$ cat src/rtl/vga_scan_ctrl.sv
// 640x480@60 VGA scan timing generator with 32x32 tile-coordinate decode.
// Sync/enable outputs are delayed PIPE_DLY cycles to line up with the tile-lookup and texture stages.
module vga_scan_ctrl #(
  parameter int unsigned PIPE_DLY = 2
) (
  input  logic       vgaclk,
  input  logic       rst_n,
  output logic [3:0] map_x,
  output logic [3:0] map_y,
  output logic [4:0] x_pos,
  output logic [4:0] y_pos,
  output logic       hs,
  output logic       vs,
  output logic       de,
  output logic       in_field,
  output logic       frame_tick
);

  localparam logic [9:0] H_LAST      = 10'd799;
  localparam logic [9:0] H_VISIBLE   = 10'd640;
  localparam logic [9:0] H_FIELD     = 10'd512;
  localparam logic [9:0] H_SYNC_BEG  = 10'd656;
  localparam logic [9:0] H_SYNC_END  = 10'd751;
  localparam logic [9:0] V_LAST      = 10'd524;
  localparam logic [9:0] V_VISIBLE   = 10'd480;
  localparam logic [9:0] V_SYNC_BEG  = 10'd490;
  localparam logic [9:0] V_SYNC_END  = 10'd491;

  // Delay-line word layout is {hs, vs, de, in_field}; idle is syncs high, enables low.
  localparam logic [3:0] DL_IDLE = 4'b1100;

  if (PIPE_DLY > 4) begin : g_bad_pipe_dly
    $error("vga_scan_ctrl: PIPE_DLY must be in 0..4");
  end

  logic [9:0] r_h_cnt;
  logic [9:0] r_v_cnt;
  logic       w_h_last;
  logic       w_v_last;
  logic       w_h_field;
  logic       w_v_visible;
  logic [3:0] w_raw;
  logic [3:0] w_dly_out;

  assign w_h_last = (r_h_cnt == H_LAST);
  assign w_v_last = (r_v_cnt == V_LAST);

  always_ff @(posedge vgaclk or negedge rst_n) begin
    if (!rst_n) begin
      r_h_cnt <= '0;
      r_v_cnt <= '0;
    end else if (w_h_last) begin
      r_h_cnt <= '0;
      r_v_cnt <= w_v_last ? '0 : r_v_cnt + 10'd1;
    end else begin
      r_h_cnt <= r_h_cnt + 10'd1;
    end
  end

  always_comb begin
    w_h_field   = (r_h_cnt < H_FIELD);
    w_v_visible = (r_v_cnt < V_VISIBLE);
    w_raw       = DL_IDLE;
    w_raw[3]    = !((r_h_cnt >= H_SYNC_BEG) && (r_h_cnt <= H_SYNC_END));
    w_raw[2]    = !((r_v_cnt >= V_SYNC_BEG) && (r_v_cnt <= V_SYNC_END));
    w_raw[1]    = (r_h_cnt < H_VISIBLE) && w_v_visible;
    w_raw[0]    = w_h_field && w_v_visible;
  end

  assign x_pos      = r_h_cnt[4:0];
  assign y_pos      = r_v_cnt[4:0];
  assign map_x      = w_h_field   ? r_h_cnt[8:5] : '0;
  assign map_y      = w_v_visible ? r_v_cnt[8:5] : '0;
  assign frame_tick = w_h_last && w_v_last;

  if (PIPE_DLY == 0) begin : g_no_dly
    assign w_dly_out = w_raw;
  end else begin : g_dly
    // Packed shift register: newest word enters at the bottom, oldest leaves at the top.
    logic [PIPE_DLY*4-1:0] r_dl;
    logic [PIPE_DLY*4+3:0] w_dl_next;

    assign w_dl_next = {r_dl, w_raw};

    always_ff @(posedge vgaclk or negedge rst_n) begin
      if (!rst_n) begin
        r_dl <= {PIPE_DLY{DL_IDLE}};
      end else begin
        r_dl <= w_dl_next[PIPE_DLY*4-1:0];
      end
    end

    assign w_dly_out = r_dl[PIPE_DLY*4-1 -: 4];
  end

  assign hs       = w_dly_out[3];
  assign vs       = w_dly_out[2];
  assign de       = w_dly_out[1];
  assign in_field = w_dly_out[0];

endmodule

$ cat config.mk
export PLATFORM = sky130hd
export DESIGN_NAME = vga_scan_ctrl
export DESIGN_NICKNAME = d
export VERILOG_FILES = /design/src/rtl/vga_scan_ctrl.sv
export SDC_FILE = /design/constraint.sdc
export NUM_CORES = 1
export LEC_CHECK = 0
export CAP_MARGIN = 20
export CORE_MARGIN = 2
export CORE_UTILIZATION = 55
export CTS_CLUSTER_SIZE = 16
export DETAILED_ROUTE_END_ITERATION = 10
export DONT_BUFFER_PORTS = 1
export GPL_ROUTABILITY_DRIVEN = 0
export MAX_ROUTING_LAYER = met4
export PLACE_DENSITY = 0.81
export SETUP_SLACK_MARGIN = 0.5
export SLEW_MARGIN = 15
export SYNTH_ARGS = -nofsm -noshare
export SYNTH_HDL_FRONTEND = slang
export SYNTH_SLANG_ARGS = --single-unit
$ cat constraint.sdc
create_clock -name vgaclk -period 5.1 [get_ports vgaclk]
set_clock_uncertainty 0.15 [all_clocks]
set_input_delay 1.02 -clock vgaclk [delete_from_list [all_inputs] [get_ports vgaclk]]
set_output_delay 1.02 -clock vgaclk [all_outputs]
set_load 0.005 [all_outputs]
-- After elaboration in Yosys (flattened, before gate mapping)
Index checks and enable logic that the tools add are counted.
- bits of input ports: 2
- output and inout bits: 23
- register bits: 28
- word-level logic and storage cells: 25
- order comparisons: 7
- muxes and demuxes: 4
- equal/unequal tests: 2
- add/subtract/negate cells: 2
- reduce and logical (&&, ||, !) cells: 7
- operators by type and width (cell ; count):
    $add A10 B1 Y10 const B ; 2
    $eq A10 B10 Y1 const B ; 2
    $lt A10 B10 Y1 const B ; 2
    $mux W10 ; 2
    $ge A10 B10 Y1 const B ; 1
    $ge A10 B9 Y1 const B ; 1
    $le A10 B10 Y1 const B ; 1
    $le A10 B9 Y1 const B ; 1
    $lt A10 B9 Y1 const B ; 1
    $mux W4 ; 2
    $logic_and A1 B1 Y1 ; 5
    $logic_not A1 Y1 ; 2

-- Longest topological paths before layout
- depth in word-level cells: 3
- mapped depth: 6
- depth with buffers taken out: 6

-- Worst setup path before layout
Ideal clock, no wire load.
- kind: reg-to-output
- start point: register r_h_cnt[0]
- end point: output frame_tick
- arrival time: 1.498 ns
- cell stages (with the launch flop): 6
- setup slack: 2.432 ns
- data required time: 3.930 ns
- path buffers: 1
- path through: dfrtp_1 ha_1 nand3_1 nor4_4 buf_6 and2_1
- cells in the longest elaborated chain, start to end: 2
- ends and longest elaborated chain (what ; RTL line ; RTL):
    start, declared ; 36 ; logic [9:0] r_h_cnt;
    start signal, assigned ; 56 ; r_h_cnt <= r_h_cnt + 10'd1;
    $eq A10 B10 Y1 ; 45 ; assign w_h_last = (r_h_cnt == H_LAST);
    $logic_and A1 B1 Y1 ; 74 ; assign frame_tick = w_h_last && w_v_last;
    end, declared ; 16 ; output logic frame_tick
Every way passes these cells.

-- Worst setup path after layout
Ends and elaborated chain as after synthesis.

==> flow_summary.toml <==
[run_status]
status = "completed"

[sta]
tightest_slew_ns = 0.9210
layout_min_cycle_time_ns = 3.404
hold_violations = 0
totalNegativeSetupSlack_ns = 0
finalSetupViolCount = 0
max_slew_margin_pct = 38.14
min_period_over_period_pct = 66.74
slew_viol_final = 0
rsz0062_at_grt = "false"
fmax_mhz = 293.8
fin_hold_ws_ns = 0.2150

[final_layout]
n_fill_cell = 222
nets = 129
antenna_cells = 0
drive_gt1_share_pct = 9.091
area_growth_pct = -2.151

[synth]
seq_area_frac_synth_pct = 50.54
synth-compound-area-share_pct = 5.735
yosys.area.top_type = "dfrtp_1"
synthArstFlopShare_pct = 100.0
synth-main-ff-cell = "dfrtp_1"
syn_inst = 130
synth_xor_area_share_pct = 6.272
synth_edf_count = 0
synth_seq_cells = 28
synthMuxAreaShare_pct = 2.240
synth.area.top_cells = "dfrtp_1 (43%), dfstp_2 (7.5%), buf_4 (5.4%)"
synthesis.nets = 136
synth_top_family_by_area = "simple AND/OR/NAND/NOR gates"
synth_cell_types = 37
synth_fa_ha_area_share_pct = 3.584
syn_area_per_cell_um2 = 10.74
syn_area_um2 = 1396
synth-simple-area-share_pct = 23.30
yosys_warnings = 0
synth.top_cell.area_share_pct = 43.01

[setup_path]
start_kind = "flip-flop"
slowest_stage = "nor4_4"
r2r_slack_ns = 2.78
worstReg2RegStart = "r_h_cnt[0]$_DFF_PN0_"
arrival_ns = 2.23
rr_worst_depth = 5
crit_fanout = 19
end_kind = "output port"
crit_path_cell_trace = "ha_1 -> nand3_1 -> nor4_4 -> and2_1"
required_ns = 3.93
critPathKind = "reg2out"
crit_path_max_incr_delay_ns = 0.80
r2r_end = "r_v_cnt[4]$_DFFE_PN0N_"

[power_and_ir_drop]
vdd_drop_max_mv = 0.1234
p_total_mw = 0.3096
p_per_area_nw_per_um2 = 226.6
leakagePower_nw = 0.6181

[routing]
drtIter0Drc = 8
via_count = 868
ant_nets = 0
wl_mm = 2.156
via_per_inst = 5.748
first_pass_iters = 4
drcViolationCount = 0
post_drt_wl_per_cell_um = 14.28

[floorplan]
start_util_pct = 57.41
io_pins = 25
dieArea_um2 = 2958
core_area_um2 = 2432
die_w_um = 54.39
rows = 18
fp.dieH_um = 54.39

[cts]
cts_buffers = 3
ctsHoldBuffers = 0
post_cts_resized = 0
clk_latency_ns = 0.32
cts-root-buf = "clkbuf_4"
cts_setup_buffers = 0
clk_pin_slew_ns = 0.14
cts_tree = "built"
htreeDepth = 1
numClockSinks = 28
cts_buffer_depth = 2

[global_route]
grt_usage_pct = 16.86
grt_max_degree = 29
grt_pass1_wl_mm = 3.422
grt_pass1_vias = 741
antenna_found_initial = 0
overflow = 0

[placed_design]
io_buffers = 0
dp.final_hpwl_mm = 1.549

[min_path]
min-delay-start = "g_dly.r_dl[0]$_DFF_PN0_"
hold_end = "g_dly.r_dl[4]$_DFF_PN0_"
holdPathStages = 0
hp-class = "reg2reg"

[job]
max-cap-violations = 0
## cell type report
type,count,area (µm²),share of cell area [%]
inverters,7,26.28,1.923
clock buffers,3,22.52,1.648
multi-input cells,83,574.3,42.03
flip-flops and latches,28,705.7,51.65
well taps,30,37.54,2.747
## how the worst max path moves through the flow
stage	from	to	slack (ns)	cells after the start
floorplan	r_h_cnt[0]$_DFF_PN0_	frame_tick	2.43	5
global placement	r_h_cnt[0]$_DFF_PN0_	frame_tick	2.12	4
detailed placement	r_h_cnt[0]$_DFF_PN0_	frame_tick	2.06	4
CTS	r_h_cnt[0]$_DFF_PN0_	frame_tick	1.67	4
global route	r_h_cnt[0]$_DFF_PN0_	frame_tick	1.49	4
finish	r_h_cnt[0]$_DFF_PN0_	frame_tick	1.70	4
## metrics by stage
step | worst slack (ns) | utilization (%) | cell area, µm² | instances
floorplan | 2.432 | - | 1396 | 130
global placement | 2.119 | 55.25 | 1344 | 148
detailed placement | 2.059 | 55.25 | 1344 | 148
CTS | 1.669 | 56.17 | 1366 | 151
global route | 1.494 | 56.17 | 1366 | 151
finish | 1.696 | 56.17 | 1366 | 151
## power breakdown
group / total [mW] / switching, mW / internal [mW]
Combinational: 0.000000262 / 0 / 0
Sequential: 0.222 / 0 / 0.222
Clock: 0.0873 / 0.0597 / 0.0277
Total: 0.310 / 0.0597 / 0.250
## worst max-delay path: cells and delay by family (launching register included)
kind,cells,cell delay [ns]
DFF,1,0.48
and+or+nand+nor,3,1.21
adders and majority gates,1,0.23
## cells in the final DEF (no fill, tap or decap), types with 2 or more instances in the layout
master / count
and2_1: 7
and3_1: 5
clkbuf_4: 3
dfrtp_1: 24
dfstp_2: 4
ha_1: 4
inv_1: 6
mux2i_1: 2
nand2_1: 3
nand2_2: 2
nand2b_1: 2
nand3_1: 4
nand4_1: 6
nor2_1: 11
nor2b_1: 5
nor3_1: 3
o21a_1: 2
o21ai_0: 2
o21ai_1: 2
xnor2_1: 7
xor2_1: 3
## cells by family (layout without fill, tap and decap cells)
group	after synthesis	in the layout
AND/OR/NAND/NOR	54	54
multiplexers	3	3
buffers and inverters	19	10
adder cells (fa/ha/maj)	4	4
AO/OA/AOI/OAI	12	12
XOR/XNOR	10	10
flip-flops	28	28
## cell usage after synthesis (2+ instances only)
cell type,n
dfrtp_1,24
nor2_1,11
buf_4,10
and2_1,7
xnor2_1,7
inv_1,6
nand4_1,6
and3_1,5
nor2b_1,5
dfstp_2,4
ha_1,4
nand3_1,4
nand2_1,3
nor3_1,3
xor2_1,3
mux2i_1,2
nand2_2,2
nand2b_1,2
o21a_1,2
o21ai_0,2
o21ai_1,2
## flip-flops by register name, summed over array words and instances (netlist names)
signal,cells
r_v_cnt,10
r_h_cnt,10
g_dly.r_dl,8
## layer usage
metal / share of wire (%) / GRT usage (%)
met1: 44 / 21.97
met2: 49 / 25.10
met3: 6.3 / 3.825
met4: 0.70 / 7.500
met5: 0 / -
No activity file was read; power rests on OpenSTA's default activity.
